`src/rtl/tdc_therm_encoder.sv`:
```
// tdc_therm_encoder
// Registers and resynchronises a carry-chain tap snapshot, optionally
// bubble-filters it, and encodes the thermometer transition into a fine
// code. Each fine code is tagged with a free-running coarse count, and hits
// are queued in a small FIFO that presents a valid/ready interface.
// Optional feature macro: TDC_BUBBLE_FILTER_EN enables a 3-tap majority
// bubble filter in stage S3. Without it S3 is a plain register, so the
// pipeline latency is the same either way.
module tdc_therm_encoder #(
    parameter int N        = 128,
    parameter int COARSE_W = 16,
    parameter int DEPTH    = 4,
    localparam int FINE_W  = $clog2(N)
) (
    input  logic                clk,
    input  logic                rst,
    input  logic [N-1:0]        taps,
    input  logic                arm,
    output logic                hit_valid,
    input  logic                hit_ready,
    output logic [FINE_W-1:0]   hit_fine,
    output logic                hit_rise,
    output logic [COARSE_W-1:0] hit_coarse,
    output logic [7:0]          drop_cnt
);

    localparam int PTR_W   = (DEPTH > 1) ? $clog2(DEPTH) : 1;
    localparam int CNT_W   = PTR_W + 1;
    localparam int ENTRY_W = FINE_W + 1 + COARSE_W;

`ifdef TDC_BUBBLE_FILTER_EN
    // Majority of each tap and its two neighbours. The end taps pass
    // through unchanged, which matches replicating them past the ends.
    function automatic logic [N-1:0] bubble_filter(input logic [N-1:0] s);
        logic [N-1:0] r;
        r = s;
        for (int i = 1; i < N - 1; i++) begin
            r[i] = (s[i-1] & s[i]) | (s[i-1] & s[i+1]) | (s[i] & s[i+1]);
        end
        return r;
    endfunction
`endif

    // Lowest tap index whose value differs from tap 0. Returns 0 when no
    // tap differs; the caller only uses the result for real hits.
    function automatic logic [FINE_W-1:0] first_diff(input logic [N-1:0] f);
        logic [FINE_W-1:0] idx;
        idx = {FINE_W{1'b0}};
        for (int i = N - 1; i >= 1; i--) begin
            idx = (f[i] != f[0]) ? FINE_W'(i) : idx;
        end
        return idx;
    endfunction

    logic [COARSE_W-1:0] cc_q, cc_d;
    logic [N-1:0]        s1_q, s2_q, f_q, f_d;
    logic [COARSE_W-1:0] c1_q, c2_q, c3_q;

    logic [ENTRY_W-1:0]  mem_q [DEPTH];
    logic [ENTRY_W-1:0]  mem_d [DEPTH];
    logic [PTR_W-1:0]    wr_ptr_q, wr_ptr_d, rd_ptr_q, rd_ptr_d;
    logic [CNT_W-1:0]    count_q, count_d;

    logic                hit_valid_q, hit_valid_d;
    logic [FINE_W-1:0]   hit_fine_q, hit_fine_d;
    logic                hit_rise_q, hit_rise_d;
    logic [COARSE_W-1:0] hit_coarse_q, hit_coarse_d;
    logic [7:0]          drop_cnt_q, drop_cnt_d;

    logic                hit_s, full_s, pop_s, push_s, drop_s;
    logic [FINE_W-1:0]   fine_s;
    logic [ENTRY_W-1:0]  entry_s, head_s;

    // Coarse counter advance and the S3 filter stage input.
    always_comb begin
        cc_d = cc_q + COARSE_W'(1);
`ifdef TDC_BUBBLE_FILTER_EN
        f_d = bubble_filter(s2_q);
`else
        f_d = s2_q;
`endif
    end

    // S4 encode plus FIFO push/pop/drop decisions and next storage state.
    always_comb begin
        hit_s    = (f_q != {N{1'b0}}) && (f_q != {N{1'b1}});
        fine_s   = first_diff(f_q);
        entry_s  = {fine_s, f_q[0], c3_q};
        full_s   = (count_q == CNT_W'(DEPTH));
        pop_s    = hit_valid_q && hit_ready;
        push_s   = hit_s && arm && (!full_s || pop_s);
        drop_s   = hit_s && arm && full_s && !pop_s;

        mem_d    = mem_q;
        wr_ptr_d = wr_ptr_q;
        rd_ptr_d = rd_ptr_q;
        count_d  = count_q;

        if (push_s) begin
            mem_d[wr_ptr_q] = entry_s;
            wr_ptr_d        = wr_ptr_q + PTR_W'(1);
        end else begin
            wr_ptr_d = wr_ptr_q;
        end

        if (pop_s) begin
            rd_ptr_d = rd_ptr_q + PTR_W'(1);
        end else begin
            rd_ptr_d = rd_ptr_q;
        end

        case ({push_s, pop_s})
            2'b10:   count_d = count_q + CNT_W'(1);
            2'b01:   count_d = count_q - CNT_W'(1);
            default: count_d = count_q;
        endcase

        if (drop_s && (drop_cnt_q != 8'hFF)) begin
            drop_cnt_d = drop_cnt_q + 8'd1;
        end else begin
            drop_cnt_d = drop_cnt_q;
        end
    end

    // Next FIFO head into the registered outputs; a push landing in the slot
    // about to be read bypasses storage. Outputs hold while the FIFO is empty.
    always_comb begin
        hit_valid_d  = (count_d != {CNT_W{1'b0}});
        head_s       = {ENTRY_W{1'b0}};
        hit_fine_d   = hit_fine_q;
        hit_rise_d   = hit_rise_q;
        hit_coarse_d = hit_coarse_q;
        if (hit_valid_d) begin
            if (push_s && (wr_ptr_q == rd_ptr_d)) begin
                head_s = entry_s;
            end else begin
                head_s = mem_q[rd_ptr_d];
            end
            {hit_fine_d, hit_rise_d, hit_coarse_d} = head_s;
        end else begin
            head_s = {ENTRY_W{1'b0}};
        end
    end

    // Pipeline, coarse counter, FIFO control and output registers.
    always_ff @(posedge clk) begin
        if (rst) begin
            cc_q         <= {COARSE_W{1'b0}};
            s1_q         <= {N{1'b0}};
            s2_q         <= {N{1'b0}};
            f_q          <= {N{1'b0}};
            c1_q         <= {COARSE_W{1'b0}};
            c2_q         <= {COARSE_W{1'b0}};
            c3_q         <= {COARSE_W{1'b0}};
            wr_ptr_q     <= {PTR_W{1'b0}};
            rd_ptr_q     <= {PTR_W{1'b0}};
            count_q      <= {CNT_W{1'b0}};
            hit_valid_q  <= 1'b0;
            hit_fine_q   <= {FINE_W{1'b0}};
            hit_rise_q   <= 1'b0;
            hit_coarse_q <= {COARSE_W{1'b0}};
            drop_cnt_q   <= 8'd0;
        end else begin
            cc_q         <= cc_d;
            s1_q         <= taps;
            s2_q         <= s1_q;
            f_q          <= f_d;
            c1_q         <= cc_q;
            c2_q         <= c1_q;
            c3_q         <= c2_q;
            wr_ptr_q     <= wr_ptr_d;
            rd_ptr_q     <= rd_ptr_d;
            count_q      <= count_d;
            hit_valid_q  <= hit_valid_d;
            hit_fine_q   <= hit_fine_d;
            hit_rise_q   <= hit_rise_d;
            hit_coarse_q <= hit_coarse_d;
            drop_cnt_q   <= drop_cnt_d;
        end
    end

    // FIFO storage; contents are don't-care until written, so no reset.
    always_ff @(posedge clk) begin
        mem_q <= mem_d;
    end

    assign hit_valid  = hit_valid_q;
    assign hit_fine   = hit_fine_q;
    assign hit_rise   = hit_rise_q;
    assign hit_coarse = hit_coarse_q;
    assign drop_cnt   = drop_cnt_q;

endmodule

```
`config.mk`:
```
export PLATFORM = sky130hd
export DESIGN_NAME = tdc_therm_encoder
export DESIGN_NICKNAME = d
export VERILOG_FILES = /design/src/rtl/tdc_therm_encoder.sv
export SDC_FILE = /design/constraint.sdc
export NUM_CORES = 1
export LEC_CHECK = 0
export ABC_AREA = 1
export ABC_CLOCK_PERIOD_IN_PS = 19900
export BUFFER_PORTS_ARGS = -buffer_cell sky130_fd_sc_hd__buf_2
export CORE_ASPECT_RATIO = 1.1
export CORE_MARGIN = 1.5
export CORE_UTILIZATION = 55
export CTS_BUF_LIST = sky130_fd_sc_hd__clkbuf_16
export CTS_CLUSTER_SIZE = 25
export DETAILED_ROUTE_END_ITERATION = 10
export GPL_ROUTABILITY_DRIVEN = 1
export MAX_ROUTING_LAYER = met4
export PLACE_DENSITY = 0.74
export SLEW_MARGIN = 5
export SYNTH_ARGS = -nofsm -noshare
export SYNTH_HDL_FRONTEND = slang
export SYNTH_SLANG_ARGS = --single-unit
```
`constraint.sdc`:
```
create_clock -name clk -period 19.9 [get_ports clk]
set_clock_uncertainty 0.2 [all_clocks]
set_input_delay 0 -clock clk [delete_from_list [all_inputs] [get_ports clk]]
set_output_delay 0 -clock clk [all_outputs]
set_load 0.1 [all_outputs]
```
==> results of run 1 <==
[kinds of logic after synthesis]
kind of cell	after synthesis	synth area share [%]
buffers and inverters	596	10.8
flip-flops	584	58.9
multiplexers	17	0.792
AO/OA/AOI/OAI	170	4.33
XOR/XNOR	128	5.48
adder cells (fa/ha/maj)	9	0.559
AND/OR/NAND/NOR	1014	19.1
[per-layer routing]
layer	up-vias	global-route usage, %	wire length (um)
met5	-	-	0
li1	8462	-	-
met3	137	4.41	2210
met1	7458	26.0	18800
met4	0	10.3	1850
met2	386	43.6	23900
[worst max path at each step]
stage	startpoint	to	slack [ns]	depth (start not counted)
after floorplan	f_q[0]$_SDFF_PP0_	mem_q[17]$_DFFE_PP_	13.22	126
final	f_q[0]$_SDFF_PP0_	mem_q[89]$_DFFE_PP_	11.52	125
after global routing	f_q[0]$_SDFF_PP0_	mem_q[65]$_DFFE_PP_	10.12	125
after global placement	f_q[0]$_SDFF_PP0_	mem_q[17]$_DFFE_PP_	11.89	125
after detailed placement	f_q[0]$_SDFF_PP0_	mem_q[17]$_DFFE_PP_	11.71	125
after CTS	f_q[0]$_SDFF_PP0_	mem_q[89]$_DFFE_PP_	11.59	125
[layout make-up]
cell class | count | area, sq um
Antenna cell | 4 | 10.0
Multi-Input combinational cell | 1338 | 6530
Timing Repair Buffer | 468 | 3850
Inverter | 510 | 1920
Clock inverter | 37 | 223
Fill cell | 2769 | 11000
Tap cell | 500 | 626
Sequential cell | 584 | 12700
Clock buffer | 57 | 1430
[cell usage after synthesis (2+ instances only)]
library cell,instances,share of area [%]
nand3_1,16,0.37
nor3_1,22,0.51
or4_1,7,0.24
a21oi_1,31,0.72
clkbuf_1,70,1.2
or2_2,2,0.058
o21a_1,2,0.070
nor4_1,27,0.79
nor2_1,604,11
ha_1,8,0.47
o22ai_1,24,0.70
xor2_1,3,0.12
mux2i_1,17,0.79
buf_6,4,0.21
inv_1,509,8.9
o211ai_1,2,0.070
a31oi_1,8,0.23
o21ai_0,95,2.2
edfxtp_1,96,13
nand4_1,46,1.3
dfxtp_1,488,45
buf_4,9,0.31
xnor2_4,3,0.38
and3_1,6,0.17
o31ai_1,2,0.070
nand2_1,281,4.9
xnor2_1,122,5.0
[flip-flops by register name, indices dropped and copies added, names as in the netlist, 8 cells and up]
signal,flops
c1_q,16
c2_q,16
c3_q,16
cc_q,16
drop_cnt,8
f_d,128
f_q,128
hit_coarse,16
mem_q,96
s1_q,128
[report_power, final]
part	internal (mW)	total, mW	switching (mW)	leakage [nW]
Sequential	1.28	1.31	0.0335	4.91
Combinational	0.161	0.545	0.383	6.65
Clock	0.540	0.961	0.421	0.848
[critical path, delay by kind of cell, from the launching register on]
| family | cells | cell delay, ns |
|---|---|---|
| flops | 1 | 0.91 |
| buf+inv | 1 | 0.07 |
| simple gates | 124 | 6.98 |
[metrics by stage]
| stage | std cells | util (%) | area (sq um) | setup slack, ns |
|---|---|---|---|---|
| floorplan | 2518 | - | 21500 | 13.22 |
| global placement | 3105 | 59.1 | 22600 | 11.89 |
| detailed placement | 3105 | 59.1 | 22600 | 11.71 |
| CTS | 3494 | 71.1 | 27200 | 11.59 |
| global route | 3497 | 71.1 | 27200 | 10.12 |
| finish | 3498 | 71.2 | 27200 | 11.52 |
==> metrics.txt, run 1 <==
Die Span X=between 150 and 200 um; global route overflow=0; hold depth=2; layout cells sized above 1=8.65%; vias in the first global route=~17000; Area Growth Syn to Fin=26.8%; Tcrit/Tclk final=42.1%; Core ar.=38300 sq um; crit-path max cell delay=0.91 ns; Yosys cell types=41; outcome=completed; CTS max path bufs=3; EDFF count, synth=96; total setup buffers inserted after CTS=0; largest net degree at the start of global routing=130; worst hold slack=0.198 ns; H-tree levels=2; Max Slew Vio Count=0; Fmax achieved=119 MHz; post-CTS resize count=0; Critical R2R Capture=mem_q[89]$_DFFE_PP_; DIE AREA=40200 sq um; Top-Level Pins=between 150 and 200; Post-Syn Area=21500 sq um; Cells after Synth=2518; most frequent cells in the layout=600 x nor2_1, 518 x inv_1, 487 x dfxtp_1; Initial Util=~56%; Crit. End Element=flip-flop; critical path class=flip-flop to flip-flop; CP Max Fanout=52; Reg2Reg Setup Slack=11.52 ns; total clock buffers created by CTS=53; most used cell, CP=nand2_1; Power Total=2.82 mW; Setup crit start kind=flip-flop; # DRC=0; routability cong.=0.851; Synth async-reset ratio=0%; global-route wire length before repair=76700 um; FF-to-FF Start=f_q[0]$_SDFF_PP0_; RSZ-0062 raised after global routing=false; max-slew headroom at the worst pin=around 18%; Pwr Density=103 nW/um^2; root buf cell=clkbuf_16; 1st-iter DRT viols=973; Worst Hold End=c2_q[3]$_SDFF_PP0_; Worst Hold Class=flip-flop to flip-flop; Worst Max-Slew Pin Slew=about 1.2 ns; Hold Fails Final Rpt=0; Vias=16443; Max Cap Viol=0; Final min period=8.38 ns; worst vdd ir=about 0.00013 V; Final nets=3096; die height=210 um; post-route ant nets=0; Num Clock Sinks=584; WP data arrival=between 8 and 9 ns; # setup viols final=0; setup_tns=0 ns; #FFs+latches synth=584; router iterations before antenna repair=5; Crit-path slowest cell=dfxtp_4; Syn Nets=2659; Post-synth top flop=dfxtp_1; Skew-Pair Late Insertion Delay=roughly 0.57 ns; port buffer count=164; drt wl/cell=13.4 um; cts hold-fix bufs=295; Seq/Total Area, Yosys=58.9%; DRT Wirelength=46800 um; Hold Startpoint=c1_q[3]$_SDFF_PP0_; row count=75; Via-to-Cell Ratio=4.70; CTS tree=done; reg2reg path depth=125; syn avg cell area=8.53 sq um; clk slew on worst S/H paths=approximately 0.060 ns; P_leak=12.4 nW; GRT Resource Usage Total=24.3%; antenna violations before repair=3; commonest non-fill, non-tap cell in the layout=nor2_1; post-detail-place hpwl=25500 um; Worst Path Required=20.00 ns; Ys Warns=0
(Power assumes the default switching activity.)
==> run 2, diff against run 1 <==
Settings changed: ABC_CLOCK_PERIOD_IN_PS 19900 to 8400.
Clock period 19.9 ns to 8.4 ns, I/O delays scaled along.
==> run 2 against run 1 <==
Hold slack better by 0.0024 ns. Final cell count up 0.20%. Non-clock buffer count rose by 4. Flip-flop and latch count did not move. Design area is essentially flat. Global-route usage fell by 0.58 points. Total power up 130%. Core utilization is essentially flat. First-iteration DRC count is 18% lower. Critical endpoint is now mem_q[65]$_DFFE_PP_. Largest cell class unchanged.
==> metrics.txt, run 2 (synthesis results as in run 1) <==
Max Cap Viol=0 (unchanged); CTS max path bufs=3 (unchanged); worst vdd ir=0.000356 V (+170%); setup_tns=0 ns (unchanged); CTS tree=done; total clock buffers created by CTS=53 (unchanged); area of the multi-input gates=6570 sq um (+0.61%); Non-Filler Instances=3505 (+0.20%); root buf cell=clkbuf_16; # setup viols final=0 (unchanged); 1st-iter DRT viols=801 (-18%); Final min period=7.58 ns (-0.799 ns); fill count=2741 (-1.0%); worst hold slack=0.200 ns (+0.00240 ns); antenna violations before repair=1 (-2); outcome=completed; H-tree levels=2 (unchanged); max-slew headroom at the worst pin=17.6% (-0.48 points); crit-path max cell delay=0.43 ns (-0.48 ns); DRT Wirelength=46000 um (-1.6%); drt wl/cell=13.1 um (-1.8%); Area Growth Syn to Fin=26.9% (about the same); WP data arrival=7.69 ns (-0.79 ns); GRT Resource Usage Total=23.7% (-0.58 points); Fmax achieved=132 MHz (+11%); placed cell count=3106 (+0.032%); Worst Hold Class=flip-flop to flip-flop; Setup WS pre-CTS=0.516 ns (-11.19 ns); most used cell, CP=nand2_1; router iterations before antenna repair=5 (unchanged); Skew-Pair Late Insertion Delay=0.58 ns (about the same); RSZ-0062 raised after global routing=true; Via-to-Cell Ratio=4.69 (-0.30%); Core ar.=38300 sq um (unchanged); utilization after layout=71.2% (about the same); Top-Level Pins=165 (unchanged); post-detail-place hpwl=25200 um (-1.2%); post-route ant nets=0 (unchanged); Pwr Density=241 nW/um^2 (+130%); Setup crit start kind=flip-flop; Initial Util=56.1% (unchanged); Hold Fails Final Rpt=0 (unchanged); Num Clock Sinks=584 (unchanged); Max Slew Vio Count=0 (unchanged); row count=75 (unchanged); routability cong.=0.868 (+2.0%); die height=210 um (unchanged); vias in the first global route=16289 (-1.9%); critical path class=flip-flop to flip-flop; Vias=16426 (-0.10%); port buffer count=164 (unchanged); largest net degree at the start of global routing=136 (+4.6%); DIE AREA=40200 sq um (unchanged); commonest non-fill, non-tap cell in the layout=nor2_1; Worst Max-Slew Pin Slew=1.24 ns (+0.00724 ns); most frequent cells in the layout=600 x nor2_1, 525 x inv_1, 486 x dfxtp_1; Die Span X=191 um (unchanged); worst setup margin=0.819 ns (-10.70 ns); Tcrit/Tclk final=90.3% (+48 points); clk slew on worst S/H paths=0.06 ns (about the same); P_leak=12.4 nW (+0.17%); Crit. End Element=flip-flop; layout cells sized above 1=8.95% (+0.30 points); CP Max Fanout=7 (-87%); Final nets=3100 (+0.13%); Reg area=12700 sq um (about the same); global route overflow=0 (unchanged); Crit-path slowest cell=dfxtp_4; Worst Path Required=8.51 ns (-11.49 ns); global-route wire length before repair=75100 um (-2.2%); # DRC=0 (unchanged)
==> run 2: cell count changes in the layout (fill, tap and decap cells not counted), moves of 3 or more <==
cell      before  now
xnor2_2        0    3
inv_1        518  525
nand2_1      281  276
buf_4          9   12
xnor2_1      122  119
clkinv_2      11    7
diode_2        4    1
nand2_2        0    5
clkinv_1      11   15
==> run 2: cell type report <==
cell class	instances	area share, %
inverters	510	7.03
diodes	1	0.00918
multi-input cells	1338	24.1
clock inverters	45	0.771
flip-flops and latches	584	46.4
repair buffers	472	14.3
well taps	500	2.30
clock buffers	55	5.05
==> run 2: stage by stage <==
step / power [mW] / instance area, sq um
2_1_floorplan: 4.07 / 21500
3_3_place_gp: 4.30 / 22600
3_5_place_dp: 4.32 / 22600
4_1_cts: 6.59 / 27200
5_1_grt: 6.86 / 27300
6_report: 6.58 / 27300
==> run 2: routing by layer <==
layer / GRT usage [%] / wire length (um)
met5: - / 0
met4: 9.02 / 1550
met1: 26.2 / 19100
met3: 3.81 / 1860
met2: 42.5 / 23500
==> run 2: critical path: cells and delay by family (launching register included) <==
kind / cells / cell delay, ns
buffers and inverters: 1 / 0.06
DFF: 1 / 0.43
and+or+nand+nor: 124 / 6.65
==> run 2: final timing paths <==
kind / from / to / slack (ns) / depth (start not counted)
min reg2reg: s1_q[38]$_SDFF_PP0_ / f_d[38]$_SDFF_PP0_ / 0.20 / 2
min: s1_q[38]$_SDFF_PP0_ / f_d[38]$_SDFF_PP0_ / 0.20 / 2
max reg2reg: f_q[0]$_SDFF_PP0_ / mem_q[65]$_DFFE_PP_ / 0.82 / 125
max: f_q[0]$_SDFF_PP0_ / mem_q[65]$_DFFE_PP_ / 0.82 / 125
==> run 2: timing repair <==
item | in CTS | in global routing
hold buffers | 294 | 0
gates resized for setup | 0 | 17
hold endpoints to repair | 214 | 0
endpoints found under the setup margin | 0 | 5
setup buffers | 0 | 4
==> run 2: power breakdown <==
group	switching (mW)	total, mW	internal [mW]	leakage [nW]
sequential	0.0788	3.10	3.02	4.91
clock	1.01	2.19	1.19	0.836
combinational	0.902	1.29	0.384	6.69
total	1.99	6.58	4.59	12.4
==> run 3, diff against run 2 <==
Settings changed: ABC_AREA 1 to 0, PLACE_DENSITY 0.74 to 0.71.
==> run 3 against run 2 <==
The flow now finishes with violations (DRC). Routed wire length grew 15%. Clock power rose by 4%. Global-route usage increased by 3.1 points. Combinational power down 9%. Synthesized area increased by 2.5%. Core utilization grew 0.42 points. Hold slack lost 0.16 ns. Flip-flop and latch count is the same. Sequential power about the same. Critical endpoint is now hit_fine[0]$_SDFFE_PP0P_.
==> metrics.txt, run 3 <==
H-tree levels=2 (unchanged); P_leak=11.0 nW (-11%); total clock buffers created by CTS=53 (unchanged); Cells after Synth=2089 (-17%); post-CTS resize count=0 (unchanged); die height=213 um (+1.2%); # setup viols final=0 (unchanged); Final nets=2671 (-14%); Setup crit start kind=flip-flop; commonest non-fill, non-tap cell in the layout=dfxtp_1; Syn Nets=2230 (-16%); largest net degree at the start of global routing=207 (+52%); violated checks=DRC; max-slew headroom at the worst pin=32.5% (+15 points); Yosys cell types=88 (+110%); WP data arrival=5.37 ns (-2.32 ns); top cells by count, synth=488 x dfxtp_1, 451 x nor2b_1, 119 x nor2_1; Synth top area share=44.4% (-1.1 points); root buf cell=clkbuf_16; drt wl/cell=17.2 um (+31%); Post-Syn Area=22000 sq um (+2.5%); router iterations before antenna repair=10 (+5); Area Growth Syn to Fin=27.8%; DRT Wirelength=52900 um (+15%); Synth async-reset ratio=0% (unchanged); routability cong.=0.981 (+13%); diodes inserted=0 (-1); post-route ant nets=0 (unchanged); Top-Level Pins=165 (unchanged); top-count cell post-synth=dfxtp_1; post-detail-place hpwl=31200 um (+24%); syn avg cell area=10.5 sq um (+24%); worst vdd ir=0.000206 V (-42%); CTS tree=done; 1st-iter DRT viols=999 (+25%); Hold Fails Final Rpt=0 (unchanged); global-route wire length before repair=85200 um (+13%); vias in the first global route=16351 (+0.38%); Worst Max-Slew Pin Slew=1.01 ns (-0.224 ns); largest cells by area after synthesis=dfxtp_1 44%, edfxtp_1 13%, nor2b_1 13%, mux4_2 2.5%, nor2_1 2.0%; Max Slew Vio Count=0 (unchanged); DIE AREA=41200 sq um (+2.4%); total setup buffers inserted after CTS=0 (unchanged); Skew-Pair Late Insertion Delay=0.60 ns (+0.02 ns); # DRC=13 (+13); outcome=finished with violations; most frequent cells in the layout=487 x dfxtp_1, 451 x nor2b_1, 339 x dlygate4sd3_1; Final min period=5.13 ns (-2.45 ns); Worst Hold Class=primary input to flip-flop; Vias=16459 (+0.20%); cell accounting for the most synthesized area=dfxtp_1; Seq/Total Area, Yosys=57.5% (-1.4 points); Max Cap Viol=0 (unchanged); Crit. End Element=flip-flop; Tcrit/Tclk final=61.0% (-29 points); Initial Util=56.0% (-0.061 points); GRT Resource Usage Total=26.8% (+3.1 points); setup_tns=0 ns (unchanged); EDFF count, synth=96 (unchanged); row count=76 (+1.3%); cts hold-fix bufs=339 (+15%); Die Span X=194 um (+1.2%); antenna violations before repair=0 (-1); layout cells sized above 1=12.7% (+3.8 points); Ys Warns=0 (unchanged); clk slew on worst S/H paths=0.06 ns (about the same); CP Max Fanout=86 (+79); Num Clock Sinks=584 (unchanged); Worst Path Required=8.64 ns (+0.13 ns); Pwr Density=233 nW/um^2 (-3.6%); CTS max path bufs=3 (unchanged); global route overflow=0 (unchanged); Post-synth top flop=dfxtp_1; Power Total=6.55 mW (-0.50%); port buffer count=164 (unchanged); #FFs+latches synth=584 (unchanged); Core ar.=39300 sq um (+2.6%); critical path class=flip-flop to flip-flop; Fmax achieved=195 MHz (+48%); RSZ-0062 raised after global routing=false; Via-to-Cell Ratio=5.34 (+14%)
## run 3: changes by cell type after synthesis, sizes merged, moves of 24 or more
cell / previous run / this run
inv: 510 / 32
nand2: 281 / 90
a21oi: 31 / 87
nor2: 605 / 128
nand3: 16 / 69
or3: 0 / 36
nor3: 22 / 47
clkbuf: 71 / 103
nor2b: 0 / 451
xnor2: 125 / 11
mux4: 0 / 24
o21ai: 95 / 40
## run 3: critical path, cell delays in order, from the launching register on
cell and delay (ns):
dfxtp_4 0.88, ha_1 0.28, nand4_1 0.11, nor4_1 0.28, nand4_1 0.15, nor4_2 0.64
o21ai_1 0.28, fa_1 0.45, o31ai_2 0.43, xnor2_4 0.28, and2_4 0.53, mux2i_1 0.30
o41ai_2 0.11
## run 3: metal layers
layer | wire length, um | track usage [%] | vias up
li1 | - | - | 8125
met1 | 21700 | 31.3 | 7780
met2 | 26700 | 46.8 | 446
met3 | 2720 | 3.85 | 108
met4 | 1750 | 10.8 | 0
met5 | 0 | - | -
## run 3: through the flow
stage / area [sq um] / std cells / setup WS (ns) / hold slack [ns] / util, %
final: 28100 / 3082 / 3.27 / 0.0402 / 71.6
after global routing: 28100 / 3082 / 2.95 / 0.0266 / 71.6
after CTS: 28100 / 3082 / 3.29 / 0.00953 / 71.6
after detailed placement: 23100 / 2643 / 3.35 / 0.0116 / 58.7
after global placement: 23100 / 2643 / 3.55 / 0.00862 / 58.7
after floorplan: 22000 / 2089 / 3.99 / -0.0718 / -
## run 3: logic make-up (layout without fill, tap and decap cells)
group / count (synthesis) / count (layout) / synth area share [%]
fa+ha+maj: 9 / 9 / 0.546
xor+xnor: 28 / 28 / 1.20
buf+inv: 158 / 644 / 2.87
simple gates: 998 / 998 / 25.8
flops: 584 / 584 / 57.5
mux: 58 / 58 / 4.08
compound gates: 254 / 254 / 8.07
## run 3: final timing paths
path	start	end	slack (ns)	depth (start not counted)
worst min register to register	f_d[126]$_SDFF_PP0_	f_q[126]$_SDFF_PP0_	0.23	1
worst min-delay path	taps[2]	s1_q[2]$_SDFF_PP0_	0.04	3
worst max-delay path	f_q[0]$_SDFF_PP0_	hit_fine[0]$_SDFFE_PP0P_	3.27	12
worst max register to register	f_q[0]$_SDFF_PP0_	hit_fine[0]$_SDFFE_PP0P_	3.27	12
## run 3: final cells by class
class                           count  area, sq um
Sequential cell                   584        12700
Tap cell                          507          634
Clock inverter                     47          333
Inverter                           32          120
Fill cell                        2721        11100
Timing Repair Buffer              512         4300
Multi-Input combinational cell   1347         8750
Clock buffer                       53         1330
## run 3: power breakdown
part / switching (mW) / leakage (nW) / internal, mW
registers: 0.0893 / 4.93 / 3.00
logic: 0.720 / 5.25 / 0.451
clock network: 1.04 / 0.851 / 1.25
total: 1.84 / 11.0 / 4.70
